### config.mk
export PLATFORM = sky130hd
export DESIGN_NAME = apb_uart_fifo_flat
export DESIGN_NICKNAME = d
export VERILOG_FILES = /design/src/rtl/apb_uart_fifo_if.sv /design/src/rtl/apb_uart_fifo.sv /design/src/flat_wrapper.sv
export SDC_FILE = /design/constraint.sdc
export NUM_CORES = 1
export LEC_CHECK = 0
export BUFFER_PORTS_ARGS = -buffer_cell sky130_fd_sc_hd__buf_2
export CAP_MARGIN = 20
export CORE_MARGIN = 2
export CORE_UTILIZATION = 55
export DETAILED_ROUTE_END_ITERATION = 6
export PLACE_DENSITY = 0.73
export REMOVE_ABC_BUFFERS = 1
export SYNTH_ARGS = -nofsm -noshare
export SYNTH_HDL_FRONTEND = slang
export SYNTH_SLANG_ARGS = --single-unit
### constraint.sdc
create_clock -name clk -period 4 [get_ports clk]
set_input_delay 1 -clock clk [delete_from_list [all_inputs] [get_ports clk]]
set_output_delay 1 -clock clk [all_outputs]
set_load 0.05 [all_outputs]
### src/rtl/apb_uart_fifo_if.sv
`default_nettype none
// ============================================================================
// Module   : apb_uart_fifo_if
// Purpose  : APB slave-side signal bundle for the FIFO UART peripheral.
// Revision : 1.0 - initial release
// ============================================================================
interface apb_uart_fifo_if;
  logic [31:0] pAdd;
  logic [31:0] pwData;
  logic        pwr;
  logic [1:0]  psel;
  logic        pen;
  logic [31:0] prdata;
  logic        pready;

  modport master (
    output pAdd, pwData, pwr, psel, pen,
    input  prdata, pready
  );

  modport slave (
    input  pAdd, pwData, pwr, psel, pen,
    output prdata, pready
  );
endinterface
`default_nettype wire

### src/rtl/apb_uart_fifo.sv
`default_nettype none
// ============================================================================
// Module   : apb_uart_fifo
// Purpose  : APB-attached UART with TX/RX FIFOs, runtime parity and stop-bit
//            modes, sticky error flags and a registered level interrupt.
// Revision : 1.0 - initial release
// ============================================================================
module apb_uart_fifo #(
  parameter int         CLOCK_RATE = 50_000_000,
  parameter int         BAUD_RATE  = 9600,
  parameter int         DATA_BITS  = 8,
  parameter int         FIFO_DEPTH = 8,
  parameter logic [1:0] SEL_CODE   = 2'b10
) (
  input  logic             clk,
  input  logic             rst_n,
  apb_uart_fifo_if.slave   apb,
  input  logic             rxd,
  output logic             txd,
  output logic             irq,
  output logic             err_out
);

  localparam int BAUD_DIV = CLOCK_RATE / BAUD_RATE;
  localparam int CW       = $clog2(2 * BAUD_DIV);
  localparam int AW       = $clog2(FIFO_DEPTH);
  localparam int PW       = AW + 1;
  localparam int BW       = $clog2(DATA_BITS);

  localparam logic [CW-1:0] BAUD_LAST  = CW'(BAUD_DIV - 1);
  localparam logic [CW-1:0] STOP2_LAST = CW'(2 * BAUD_DIV - 1);
  localparam logic [CW-1:0] HALF_LAST  = CW'(BAUD_DIV / 2 - 1);
  localparam logic [BW-1:0] BIT_LAST   = BW'(DATA_BITS - 1);
  localparam logic [PW-1:0] DEPTH_P    = PW'(FIFO_DEPTH);

  // Shared state encoding for both serial engines
  localparam logic [2:0] S_IDLE   = 3'd0;
  localparam logic [2:0] S_START  = 3'd1;
  localparam logic [2:0] S_DATA   = 3'd2;
  localparam logic [2:0] S_PARITY = 3'd3;
  localparam logic [2:0] S_STOP   = 3'd4;

  // ---------------------------------------------------------------- APB decode
  logic        access;
  logic [1:0]  addr;
  logic        data_wr, data_rd, ctrl_wr, err_wr;
  logic [7:0]  ctrl;
  logic [3:0]  err;
  logic [31:0] rd_mux;
  logic        unused_bits;

  assign access  = (apb.psel == SEL_CODE) && apb.pen;
  assign addr    = apb.pAdd[3:2];
  assign data_wr = access &&  apb.pwr && (addr == 2'd0);
  assign data_rd = access && !apb.pwr && (addr == 2'd0);
  assign ctrl_wr = access &&  apb.pwr && (addr == 2'd2);
  assign err_wr  = access &&  apb.pwr && (addr == 2'd3);
  assign apb.pready = access;
  assign unused_bits = ^{apb.pAdd[31:4], apb.pAdd[1:0], apb.pwData[31:8]};

  logic tx_en, rx_en, parity_en, parity_odd, two_stop, ie_rx, ie_tx, ie_err;
  assign tx_en      = ctrl[0];
  assign rx_en      = ctrl[1];
  assign parity_en  = ctrl[2];
  assign parity_odd = ctrl[3];
  assign two_stop   = ctrl[4];
  assign ie_rx      = ctrl[5];
  assign ie_tx      = ctrl[6];
  assign ie_err     = ctrl[7];

  // ------------------------------------------------------------------ TX FIFO
  logic [DATA_BITS-1:0] tx_mem [FIFO_DEPTH];
  logic [PW-1:0]        tx_wp, tx_rp, tx_count;
  logic                 tx_full, tx_empty, tx_push, tx_pop, tx_ovf;
  logic [DATA_BITS-1:0] tx_head;

  assign tx_count = tx_wp - tx_rp;
  assign tx_full  = (tx_count == DEPTH_P);
  assign tx_empty = (tx_wp == tx_rp);
  assign tx_push  = data_wr && !tx_full;
  assign tx_ovf   = data_wr &&  tx_full;
  assign tx_head  = tx_mem[tx_rp[AW-1:0]];

  // TX FIFO storage; no reset needed, validity tracked by the pointers
  always_ff @(posedge clk) begin
    if (tx_push) tx_mem[tx_wp[AW-1:0]] <= apb.pwData[DATA_BITS-1:0];
  end

  // TX FIFO pointers, wrap bit distinguishes full from empty
  always_ff @(posedge clk or negedge rst_n) begin
    if (!rst_n) begin
      tx_wp <= '0;
      tx_rp <= '0;
    end else begin
      if (tx_push) tx_wp <= tx_wp + 1'b1;
      if (tx_pop)  tx_rp <= tx_rp + 1'b1;
    end
  end

  // ------------------------------------------------------------------ TX FSM
  logic [2:0]           tx_state;
  logic [CW-1:0]        tx_cnt;
  logic [BW-1:0]        tx_bit;
  logic [DATA_BITS-1:0] tx_sh;
  logic                 tx_par, tx_pen_l, tx_two_l;
  logic [CW-1:0]        tx_stop_last;
  logic                 tx_bit_end, tx_stop_end;

  assign tx_stop_last = tx_two_l ? STOP2_LAST : BAUD_LAST;
  assign tx_bit_end   = (tx_cnt == BAUD_LAST);
  assign tx_stop_end  = (tx_cnt == tx_stop_last);
  // A new frame starts from IDLE or straight out of STOP, so back-to-back
  // frames have no idle gap
  assign tx_pop = tx_en && !tx_empty &&
                  ((tx_state == S_IDLE) || ((tx_state == S_STOP) && tx_stop_end));

  // Transmit engine; frame settings are latched when a frame starts
  always_ff @(posedge clk or negedge rst_n) begin
    if (!rst_n) begin
      tx_state <= S_IDLE;
      tx_cnt   <= '0;
      tx_bit   <= '0;
      tx_sh    <= '0;
      tx_par   <= 1'b0;
      tx_pen_l <= 1'b0;
      tx_two_l <= 1'b0;
      txd      <= 1'b1;
    end else if (tx_pop) begin
      tx_state <= S_START;
      tx_cnt   <= '0;
      tx_sh    <= tx_head;
      tx_par   <= (^tx_head) ^ parity_odd;
      tx_pen_l <= parity_en;
      tx_two_l <= two_stop;
      txd      <= 1'b0;
    end else begin
      case (tx_state)
        S_START: begin
          if (tx_bit_end) begin
            tx_cnt   <= '0;
            tx_bit   <= '0;
            txd      <= tx_sh[0];
            tx_state <= S_DATA;
          end else begin
            tx_cnt <= tx_cnt + 1'b1;
          end
        end
        S_DATA: begin
          if (tx_bit_end) begin
            tx_cnt <= '0;
            if (tx_bit == BIT_LAST) begin
              tx_state <= tx_pen_l ? S_PARITY : S_STOP;
              txd      <= tx_pen_l ? tx_par : 1'b1;
            end else begin
              tx_bit <= tx_bit + 1'b1;
              tx_sh  <= tx_sh >> 1;
              txd    <= tx_sh[1];
            end
          end else begin
            tx_cnt <= tx_cnt + 1'b1;
          end
        end
        S_PARITY: begin
          if (tx_bit_end) begin
            tx_cnt   <= '0;
            txd      <= 1'b1;
            tx_state <= S_STOP;
          end else begin
            tx_cnt <= tx_cnt + 1'b1;
          end
        end
        S_STOP: begin
          if (tx_stop_end) begin
            tx_cnt   <= '0;
            tx_state <= S_IDLE;
          end else begin
            tx_cnt <= tx_cnt + 1'b1;
          end
        end
        default: begin
          tx_state <= S_IDLE;
          txd      <= 1'b1;
        end
      endcase
    end
  end

  // ------------------------------------------------------------------ RX sync
  logic rx_s1, rxs, rx_prev;

  // Two-flop synchroniser plus one delay stage for falling-edge detection
  always_ff @(posedge clk or negedge rst_n) begin
    if (!rst_n) begin
      rx_s1   <= 1'b1;
      rxs     <= 1'b1;
      rx_prev <= 1'b1;
    end else begin
      rx_s1   <= rxd;
      rxs     <= rx_s1;
      rx_prev <= rxs;
    end
  end

  // ------------------------------------------------------------------ RX FIFO
  logic [DATA_BITS-1:0] rx_mem [FIFO_DEPTH];
  logic [PW-1:0]        rx_wp, rx_rp, rx_count;
  logic                 rx_full, rx_empty, rx_push, rx_pop, rx_ovr, rx_good;
  logic [DATA_BITS-1:0] rx_head;
  logic [DATA_BITS-1:0] rx_sh;

  assign rx_count = rx_wp - rx_rp;
  assign rx_full  = (rx_count == DEPTH_P);
  assign rx_empty = (rx_wp == rx_rp);
  assign rx_pop   = data_rd && !rx_empty;
  assign rx_push  = rx_good && (!rx_full || rx_pop);
  assign rx_ovr   = rx_good &&   rx_full && !rx_pop;
  assign rx_head  = rx_mem[rx_rp[AW-1:0]];

  // RX FIFO storage
  always_ff @(posedge clk) begin
    if (rx_push) rx_mem[rx_wp[AW-1:0]] <= rx_sh;
  end

  // RX FIFO pointers; simultaneous push and pop leave the count unchanged
  always_ff @(posedge clk or negedge rst_n) begin
    if (!rst_n) begin
      rx_wp <= '0;
      rx_rp <= '0;
    end else begin
      if (rx_push) rx_wp <= rx_wp + 1'b1;
      if (rx_pop)  rx_rp <= rx_rp + 1'b1;
    end
  end

  // ------------------------------------------------------------------ RX FSM
  logic [2:0]    rx_state;
  logic [CW-1:0] rx_cnt;
  logic [BW-1:0] rx_bit;
  logic          rx_pen_l, rx_odd_l, rx_par_bad;
  logic          rx_bit_end, rx_stop_smp, rx_frame_err, rx_par_err;

  assign rx_bit_end   = (rx_cnt == BAUD_LAST);
  assign rx_stop_smp  = (rx_state == S_STOP) && rx_bit_end;
  assign rx_frame_err = rx_stop_smp && !rxs;
  assign rx_par_err   = rx_stop_smp && rx_par_bad;
  assign rx_good      = rx_stop_smp && rxs && !rx_par_bad;

  // Receive engine; samples mid-bit, checks only the first stop bit
  always_ff @(posedge clk or negedge rst_n) begin
    if (!rst_n) begin
      rx_state   <= S_IDLE;
      rx_cnt     <= '0;
      rx_bit     <= '0;
      rx_sh      <= '0;
      rx_pen_l   <= 1'b0;
      rx_odd_l   <= 1'b0;
      rx_par_bad <= 1'b0;
    end else begin
      case (rx_state)
        S_IDLE: begin
          rx_cnt <= '0;
          if (rx_en && rx_prev && !rxs) rx_state <= S_START;
        end
        S_START: begin
          if (rx_cnt == HALF_LAST) begin
            rx_cnt <= '0;
            if (rxs) begin
              rx_state <= S_IDLE;
            end else begin
              rx_state   <= S_DATA;
              rx_bit     <= '0;
              rx_par_bad <= 1'b0;
              rx_pen_l   <= parity_en;
              rx_odd_l   <= parity_odd;
            end
          end else begin
            rx_cnt <= rx_cnt + 1'b1;
          end
        end
        S_DATA: begin
          if (rx_bit_end) begin
            rx_cnt <= '0;
            rx_sh  <= {rxs, rx_sh[DATA_BITS-1:1]};
            if (rx_bit == BIT_LAST) rx_state <= rx_pen_l ? S_PARITY : S_STOP;
            else                    rx_bit   <= rx_bit + 1'b1;
          end else begin
            rx_cnt <= rx_cnt + 1'b1;
          end
        end
        S_PARITY: begin
          if (rx_bit_end) begin
            rx_cnt     <= '0;
            rx_par_bad <= (rxs != ((^rx_sh) ^ rx_odd_l));
            rx_state   <= S_STOP;
          end else begin
            rx_cnt <= rx_cnt + 1'b1;
          end
        end
        S_STOP: begin
          if (rx_bit_end) begin
            rx_cnt   <= '0;
            rx_state <= S_IDLE;
          end else begin
            rx_cnt <= rx_cnt + 1'b1;
          end
        end
        default: rx_state <= S_IDLE;
      endcase
    end
  end

  // --------------------------------------------------------- CTRL / ERR / IRQ
  logic [3:0] err_set, err_clr;
  assign err_set = {tx_ovf, rx_ovr, rx_par_err, rx_frame_err};
  assign err_clr = err_wr ? apb.pwData[3:0] : 4'b0;
  assign err_out = |err;

  // Control register and write-1-to-clear sticky errors (new events win)
  always_ff @(posedge clk or negedge rst_n) begin
    if (!rst_n) begin
      ctrl <= '0;
      err  <= '0;
    end else begin
      if (ctrl_wr) ctrl <= apb.pwData[7:0];
      err <= (err & ~err_clr) | err_set;
    end
  end

  // Registered level interrupt
  always_ff @(posedge clk or negedge rst_n) begin
    if (!rst_n) irq <= 1'b0;
    else        irq <= (ie_rx & ~rx_empty) | (ie_tx & tx_empty) | (ie_err & err_out);
  end

  // --------------------------------------------------------------- read mux
  logic tx_busy, rx_busy;
  assign tx_busy = (tx_state != S_IDLE);
  assign rx_busy = (rx_state != S_IDLE);

  // Register read data; presented only during a read access
  always_comb begin
    rd_mux = '0;
    case (addr)
      2'd0:    rd_mux = rx_empty ? 32'd0 : 32'(rx_head);
      2'd1:    rd_mux = {16'b0, 8'(rx_count), 2'b0, rx_busy, tx_busy,
                         rx_empty, rx_full, tx_empty, tx_full};
      2'd2:    rd_mux = {24'b0, ctrl};
      default: rd_mux = {28'b0, err};
    endcase
  end

  assign apb.prdata = (access && !apb.pwr) ? rd_mux : 32'd0;

endmodule
`default_nettype wire
### src/flat_wrapper.sv
// flat-port wrapper written by rule: the top's interface ports become plain ports
module apb_uart_fifo_flat 
#(
  parameter int         CLOCK_RATE = 50_000_000,
  parameter int         BAUD_RATE  = 9600,
  parameter int         DATA_BITS  = 8,
  parameter int         FIFO_DEPTH = 8,
  parameter logic [1:0] SEL_CODE   = 2'b10
)
  (clk, rst_n, rxd, txd, irq, err_out, apb_pAdd, apb_pwData, apb_pwr, apb_psel, apb_pen, apb_prdata, apb_pready);
  apb_uart_fifo_if apb_i ();
  input  logic clk;
  input  logic rst_n;
  input  logic rxd;
  output logic txd;
  output logic irq;
  output logic err_out;
  input wire logic [$bits(apb_i.pAdd)-1:0] apb_pAdd;
  input wire logic [$bits(apb_i.pwData)-1:0] apb_pwData;
  input wire logic [$bits(apb_i.pwr)-1:0] apb_pwr;
  input wire logic [$bits(apb_i.psel)-1:0] apb_psel;
  input wire logic [$bits(apb_i.pen)-1:0] apb_pen;
  output wire logic [$bits(apb_i.prdata)-1:0] apb_prdata;
  output wire logic [$bits(apb_i.pready)-1:0] apb_pready;
  assign apb_i.pAdd = apb_pAdd;
  assign apb_i.pwData = apb_pwData;
  assign apb_i.pwr = apb_pwr;
  assign apb_i.psel = apb_psel;
  assign apb_i.pen = apb_pen;
  assign apb_prdata = apb_i.prdata;
  assign apb_pready = apb_i.pready;
  apb_uart_fifo #(.CLOCK_RATE(CLOCK_RATE), .BAUD_RATE(BAUD_RATE), .DATA_BITS(DATA_BITS), .FIFO_DEPTH(FIFO_DEPTH), .SEL_CODE(SEL_CODE)) u_core (.clk(clk), .rst_n(rst_n), .apb(apb_i), .rxd(rxd), .txd(txd), .irq(irq), .err_out(err_out));
endmodule
==> metrics.csv, run 1 <==
metric,value,unit
num rows,50,
yosys synthesis warning count,0,
post-synthesis cell type count,80,
Worst Path Arrival,2.85,ns
Post-synth EDFFs,128,
Max Root-Sink Buffers,3,
CTS Buf Count,23,
FMAX,0.260,GHz
CP peak stage delay,0.49,ns
GR Overflow Total,0,
GRT Overall Usage,0.217,
setup bufs post-CTS,0,
Nets,941,
Least-Margin Pin Slew,0.871,ns
Cells after Synth,804,
1st-pass router iterations,6,
met3 Use GR,0.0296,
GRT busiest layer,met2,
Power per Cell Area,598,nW/um2
"FF+latch count, synth",223,
post-route design area,11700,um2
vias per inst,6.04,
hold path cells,0,
setup TNS,0,ns
CTS tree,built,
Die Area,20200,um2
routability cong.,0.881,
Crit Path Max Fanout,5,
Final Skew,0.0170,ns
hold endpoint,u_core.rxs,
Combinational Power Share,0.295,
post-synthesis sequential area ratio,0.593,
synthesized area per cell,13.1,um2
DRC viols,0,
WL/cell,19.4,um
"Slowest-stage cell, CP",or4_1,
crit-path leading delay family,compound AO/OA/AOI/OAI gates,
Clock Root Buffer,clkbuf_16,
"Period Utilization, post-route",0.963,
CP Buf/Inv Count,2,
Worst Setup End Kind,primary output,
part of the power in the clock network,0.302,
H-tree depth,1,
"most common cell after layout, fill and taps aside",edfxtp_1,
Core Box Area,18700,um2
count of final setup violators,0,
Lkg Pwr,4.70,nW
Period minus WS final,3.85,ns
R2R depth,7,
"Clk pin slew, worst setup/hold paths",0.06,ns
# diodes,0,
filler instances,1377,
Worst-Skew Late Latency,0.52,ns
pre-CTS WS,0.481,ns
most frequent cells in the layout,"edfxtp_1, dfrtp_1, nand2_1",
met2 GRT Util,0.380,
critical-path cell list,clkinv_2 -> ha_1 -> xor3_1 -> or4_1 -> a21oi_2 -> a21oi_1 -> o22ai_1 -> o211a_1 -> buf_2,
Reg area,6230,um2
HP Class,reg -> reg,
via count,6659,
share of power burned in registers,0.403,
Synth Cell Area,10500,um2
pin count of the biggest net entering global routing,48,
IO Pins,107,
VDD IR max,420,uV
Rel. slew slack,0.417,
Reg2Reg Launch Point,u_core.rx_cnt[3],
Required @ worst endpoint,3.00,ns
Cell Int Power,0.00479,W
fin util,0.624,
max-capacitance violation count,0,
CP Class,reg -> out,
first-pass GRT wire length,34500,um
Die X,142,um
1st-iter DRT viols,501,
layout cells sized above 1,0.204,
IO Port Bufs,32,
worst flop-to-flop path endpoint,u_core.rx_mem[4][4],
Initial Utilization,0.562,
RSZ-0062 raised after global routing,no,
Routed Antenna Nets,0,
Layout area overhead,11.2,%
Sw Ratio,0.314,
CP Launch Type,flop,
Switch Pwr,0.00220,W
"Hold Vio Cnt, Final",0,
initial antenna violation count,0,
Max Slew Vio Count,0,
DIE HEIGHT,142,um
Multi-input gate area,3960,um2
fraction of registers with async set/reset,0.426,
Final WS setup,0.150,ns
Clock Sinks,223,
met1 Use GR,0.280,
Hold Crit Start,u_core.rx_s1,
vias in the first global route,6700,
status,"finished, final reports clean",
final WL,21400,um
Post-CTS Hold Fix Bufs,0,
placed inst area,10900,um2
"reg-to-reg slack, setup",0.79,ns
DP HPWL,14600,um
Resize count post-CTS,1,
dominant synthesized flop cell,edfxtp_1,
-- sequential cells by signal (all words and copies together) (netlist names), 3 cells and up --
name / count
u_core.tx_sh: 8
u_core.tx_mem: 64
u_core.rx_bit: 3
u_core.tx_rp: 4
u_core.rx_rp: 4
u_core.tx_state: 3
u_core.rx_wp: 4
u_core.rx_cnt: 14
u_core.ctrl: 8
u_core.rx_sh: 8
u_core.tx_wp: 4
u_core.tx_cnt: 14
u_core.tx_bit: 3
u_core.rx_mem: 64
u_core.err: 4
u_core.rx_state: 3
-- layer usage --
metal	vias to the layer above	wire, um
met5	-	0
met4	0	597
met3	46	732
met2	149	11200
met1	3374	8910
li1	3090	-
-- synth_stat cells, drive strengths merged, types with 3 or more instances --
| cell | instances | area (um2) |
|---|---|---|
| a22o | 13 | 114 |
| o21a | 6 | 45.0 |
| nand4 | 5 | 31.3 |
| nor4 | 12 | 90.1 |
| nand2b | 10 | 62.6 |
| nor3 | 14 | 70.1 |
| or4 | 5 | 41.3 |
| a211oi | 6 | 45.0 |
| a22oi | 4 | 43.8 |
| clkbuf | 19 | 71.3 |
| o21ai | 51 | 259 |
| nor3b | 5 | 42.5 |
| ha | 16 | 200 |
| a21oi | 36 | 184 |
| o22a | 4 | 43.8 |
| nor2 | 42 | 158 |
| inv | 25 | 93.8 |
| nand3b | 4 | 30.0 |
| o211a | 3 | 30.0 |
| nor2b | 18 | 113 |
| nand2 | 61 | 229 |
| o22ai | 6 | 43.8 |
| mux4 | 32 | 721 |
| xor2 | 7 | 61.3 |
| mux2i | 15 | 150 |
| or3 | 10 | 68.8 |
| dfstp | 4 | 105 |
| edfxtp | 128 | 3840 |
| buf | 34 | 240 |
| a21o | 5 | 37.5 |
| or2 | 5 | 31.3 |
| and3 | 8 | 51.3 |
| xnor2 | 24 | 210 |
| dfrtp | 91 | 2280 |
| mux2 | 21 | 240 |
| nand3 | 22 | 110 |
-- power groups by stage --
stage	sequential (W)	combinational [W]	clock (W)
final	0.00282	0.00206	0.00211
after global placement	0.00284	0.00197	0
after floorplan	0.00295	0.00142	0
after CTS	0.00281	0.00208	0.00215
after global routing	0.00285	0.00227	0.00224
after detailed placement	0.00286	0.00205	0
-- stage by stage --
step	total power [W]	hold WS [ns]	instances
floorplan	0.00437	0.345	770
global placement	0.00481	0.347	1061
detailed placement	0.00491	0.351	1061
CTS	0.00704	0.359	1102
global route	0.00736	0.364	1103
finish	0.00698	0.357	1103
-- layout make-up --
type	instances	area share
Inverter	26	0.00846
Timing Repair Buffer	58	0.0308
Clock buffer	32	0.0556
Sequential cell	223	0.533
Multi-Input combinational cell	521	0.339
Clock inverter	9	0.00825
Tap cell	234	0.0251
-- worst max-delay path by stage --
stage,end,start,depth (start not counted),slack [ns]
after floorplan,u_core.tx_mem[0][0],apb_pen,6,0.16
after global placement,apb_prdata[0],u_core.tx_rp[2],9,0.49
after detailed placement,apb_prdata[0],u_core.tx_rp[2],9,0.48
after CTS,apb_prdata[2],u_core.rx_wp[0],10,0.08
after global routing,apb_prdata[0],u_core.tx_rp[2],9,0.04
final,apb_prdata[0],u_core.tx_rp[2],9,0.15
-- worst reg2reg max path, cell delays in order, from the launching register on --
cell     delay, ns
dfrtp_1       0.44
or4b_4        0.58
nor4_4        0.43
nand3_1       0.24
nor3b_2       0.44
o21ai_2       0.23
nor4_1        0.35
buf_4         0.22
-- cell families (layout without fill, tap and decap cells) --
family,after synthesis,in the layout,share of synthesized area
and+or+nand+nor,233,233,0.118
DFF,223,223,0.593
AOI/OAI and AO/OA,150,150,0.0929
buffers and inverters,79,125,0.0389
muxes,68,68,0.106
xor gates and xnor gates,33,33,0.0302
adders and majority gates,17,17,0.0210
other,1,20,0.000357
No activity file was read; power rests on OpenSTA's default activity.
==> inputs of run 2 (changes only) <==
MAX_ROUTING_LAYER = met4   (was default)
==> run 2 against run 1 <==
- count of clock-buffer cells in the layout unchanged
- clock power about the same
- via count up 0.21%
- maximum frequency down 0.33%
- worst hold slack about the same
==> metrics.csv, run 2 (synthesis gave the netlist of run 1 again) <==
metric,value,unit,change
"Hold Vio Cnt, Final",0,,unchanged
crit-path leading delay family,adder cells,,
Clock Root Buffer,clkbuf_16,,
Hold Crit Start,u_core.rx_s1,,
setup bufs post-CTS,0,,unchanged
"Slowest-stage cell, CP",dfrtp_2,,
layout cells sized above 1,0.204,,unchanged
Max Root-Sink Buffers,3,,unchanged
"Period Utilization, post-route",0.966,,+0.00321
# diodes,0,,unchanged
Reg2Reg Launch Point,u_core.rx_cnt[3],,
FMAX,0.259,GHz,-0.33%
most frequent cells in the layout,"edfxtp_1, dfrtp_1, nand2_1",,
CP Launch Type,flop,,
1st-pass router iterations,5,,-1
share of power burned in registers,0.403,,about the same
Switch Pwr,0.00220,W,+0.30%
RSZ-0062 raised after global routing,no,,
Worst Setup End Kind,primary output,,
Clock Sinks,223,,unchanged
hold path cells,0,,unchanged
Layout area overhead,11.2,%,unchanged
Period minus WS final,3.86,ns,+0.0129 ns
met2 GRT Util,0.381,,+0.00127
GRT busiest layer,met2,,
worst flop-to-flop path endpoint,u_core.rx_mem[4][4],,
Nets,941,,unchanged
Core Box Area,18700,um2,unchanged
routability cong.,0.896,,+1.7%
HP Class,reg -> reg,,
H-tree depth,1,,unchanged
GR Overflow Total,0,,unchanged
hold endpoint,u_core.rxs,,
via count,6673,,+0.21%
"Clk pin slew, worst setup/hold paths",0.06,ns,about the same
DP HPWL,14600,um,unchanged
"most common cell after layout, fill and taps aside",edfxtp_1,,
DIE HEIGHT,142,um,unchanged
IO Pins,107,,unchanged
Routed Antenna Nets,0,,unchanged
setup TNS,0,ns,unchanged
VDD IR max,420,uV,about the same
Required @ worst endpoint,3.00,ns,about the same
Worst Path Arrival,2.86,ns,about the same
Least-Margin Pin Slew,0.875,ns,+0.00409 ns
filler instances,1377,,unchanged
WL/cell,19.4,um,+0.11%
Lkg Pwr,4.70,nW,unchanged
GRT Overall Usage,0.223,,+0.00605
initial antenna violation count,0,,unchanged
Sw Ratio,0.315,,+0.000636
critical-path cell list,inv_2 -> ha_1 -> inv_1 -> fa_1 -> xnor2_1 -> and3_1 -> a41oi_1 -> o22ai_1 -> o211a_1 -> buf_4,,
vias per inst,6.05,,+0.21%
Final Skew,0.0166,ns,-0.000471 ns
Max Slew Vio Count,0,,unchanged
CP Buf/Inv Count,3,,+1
DRC viols,0,,unchanged
first-pass GRT wire length,34400,um,-0.12%
pin count of the biggest net entering global routing,48,,unchanged
CTS Buf Count,23,,unchanged
Rel. slew slack,0.414,,-0.00273
Cell Int Power,0.00479,W,about the same
Combinational Power Share,0.295,,about the same
status,"finished, final reports clean",,
"reg-to-reg slack, setup",0.79,ns,about the same
minimum hold slack,0.357,ns,-0.0000610 ns
final WL,21400,um,+0.11%
1st-iter DRT viols,490,,-2.2%
Power per Cell Area,599,nW/um2,about the same
Initial Utilization,0.562,,unchanged
met1 Use GR,0.278,,-0.00208
max-capacitance violation count,0,,unchanged
IO Port Bufs,32,,unchanged
Worst-Skew Late Latency,0.52,ns,about the same
CTS tree,built,,
num rows,50,,unchanged
met3 Use GR,0.0286,,-0.00101
part of the power in the clock network,0.302,,about the same
CP peak stage delay,0.47,ns,-0.02 ns
R2R depth,7,,unchanged
CP Class,reg -> out,,
Crit Path Max Fanout,8,,+3
Resize count post-CTS,1,,unchanged
vias in the first global route,6711,,+0.16%
Post-CTS Hold Fix Bufs,0,,unchanged
Die X,142,um,unchanged
Die Area,20200,um2,unchanged
count of final setup violators,0,,unchanged
==> run 2: cell counts in the layout (fill, tap and decap cells not counted) <==
No cell type changed its count.
==> run 2: worst register-to-register path, cell delays in order, from the launching register on <==
cell	delay (ns)
dfrtp_1	0.44
or4b_4	0.58
nor4_4	0.42
nand3_1	0.24
nor3b_2	0.44
o21ai_2	0.23
nor4_1	0.35
buf_4	0.22
==> run 2: how the worst max path moves through the flow <==
stage,from,endpoint,slack [ns],cells after the start
2_1_floorplan,apb_pen,u_core.tx_mem[0][0],0.16,6
3_3_place_gp,u_core.tx_rp[2],apb_prdata[0],0.49,9
3_5_place_dp,u_core.tx_rp[2],apb_prdata[0],0.48,9
4_1_cts,u_core.rx_wp[0],apb_prdata[2],0.08,10
5_1_grt,u_core.tx_rp[2],apb_prdata[0],0.04,9
6_report,u_core.rx_wp[0],apb_prdata[2],0.14,10
==> run 2: cell type report <==
cell class              count  area (um2)  area share
inverters                  26        98.8     0.00846
clock inverters             9        96.3     0.00825
clock buffers              32         649      0.0556
flip-flops and latches    223        6230       0.533
repair buffers             58         360      0.0308
multi-input cells         521        3960       0.339
well taps                 234         293      0.0251
==> run 2: power by group through the flow <==
| stage | clock network, W | logic (W) | registers [W] |
|---|---|---|---|
| 2_1_floorplan | 0 | 0.00142 | 0.00295 |
| 3_3_place_gp | 0 | 0.00197 | 0.00284 |
| 3_5_place_dp | 0 | 0.00205 | 0.00286 |
| 4_1_cts | 0.00215 | 0.00208 | 0.00281 |
| 5_1_grt | 0.00224 | 0.00227 | 0.00285 |
| 6_report | 0.00211 | 0.00207 | 0.00282 |
==> run 2: routing by layer <==
layer,vias up,share of wire
met4,0,0.026
met1,3403,0.42
li1,3088,-
met5,-,0
met3,40,0.034
met2,142,0.52
==> run 2: stage by stage <==
stage | setup slack [ns] | cell area [um2] | total power [W] | utilization | cells
after CTS | 0.0793 | 11700 | 0.00704 | 0.623 | 1102
after detailed placement | 0.481 | 10900 | 0.00491 | 0.584 | 1061
final | 0.137 | 11700 | 0.00699 | 0.624 | 1103
after global placement | 0.493 | 10900 | 0.00481 | 0.584 | 1061
after global routing | 0.0418 | 11700 | 0.00736 | 0.624 | 1103
after floorplan | 0.161 | 10300 | 0.00437 | - | 770
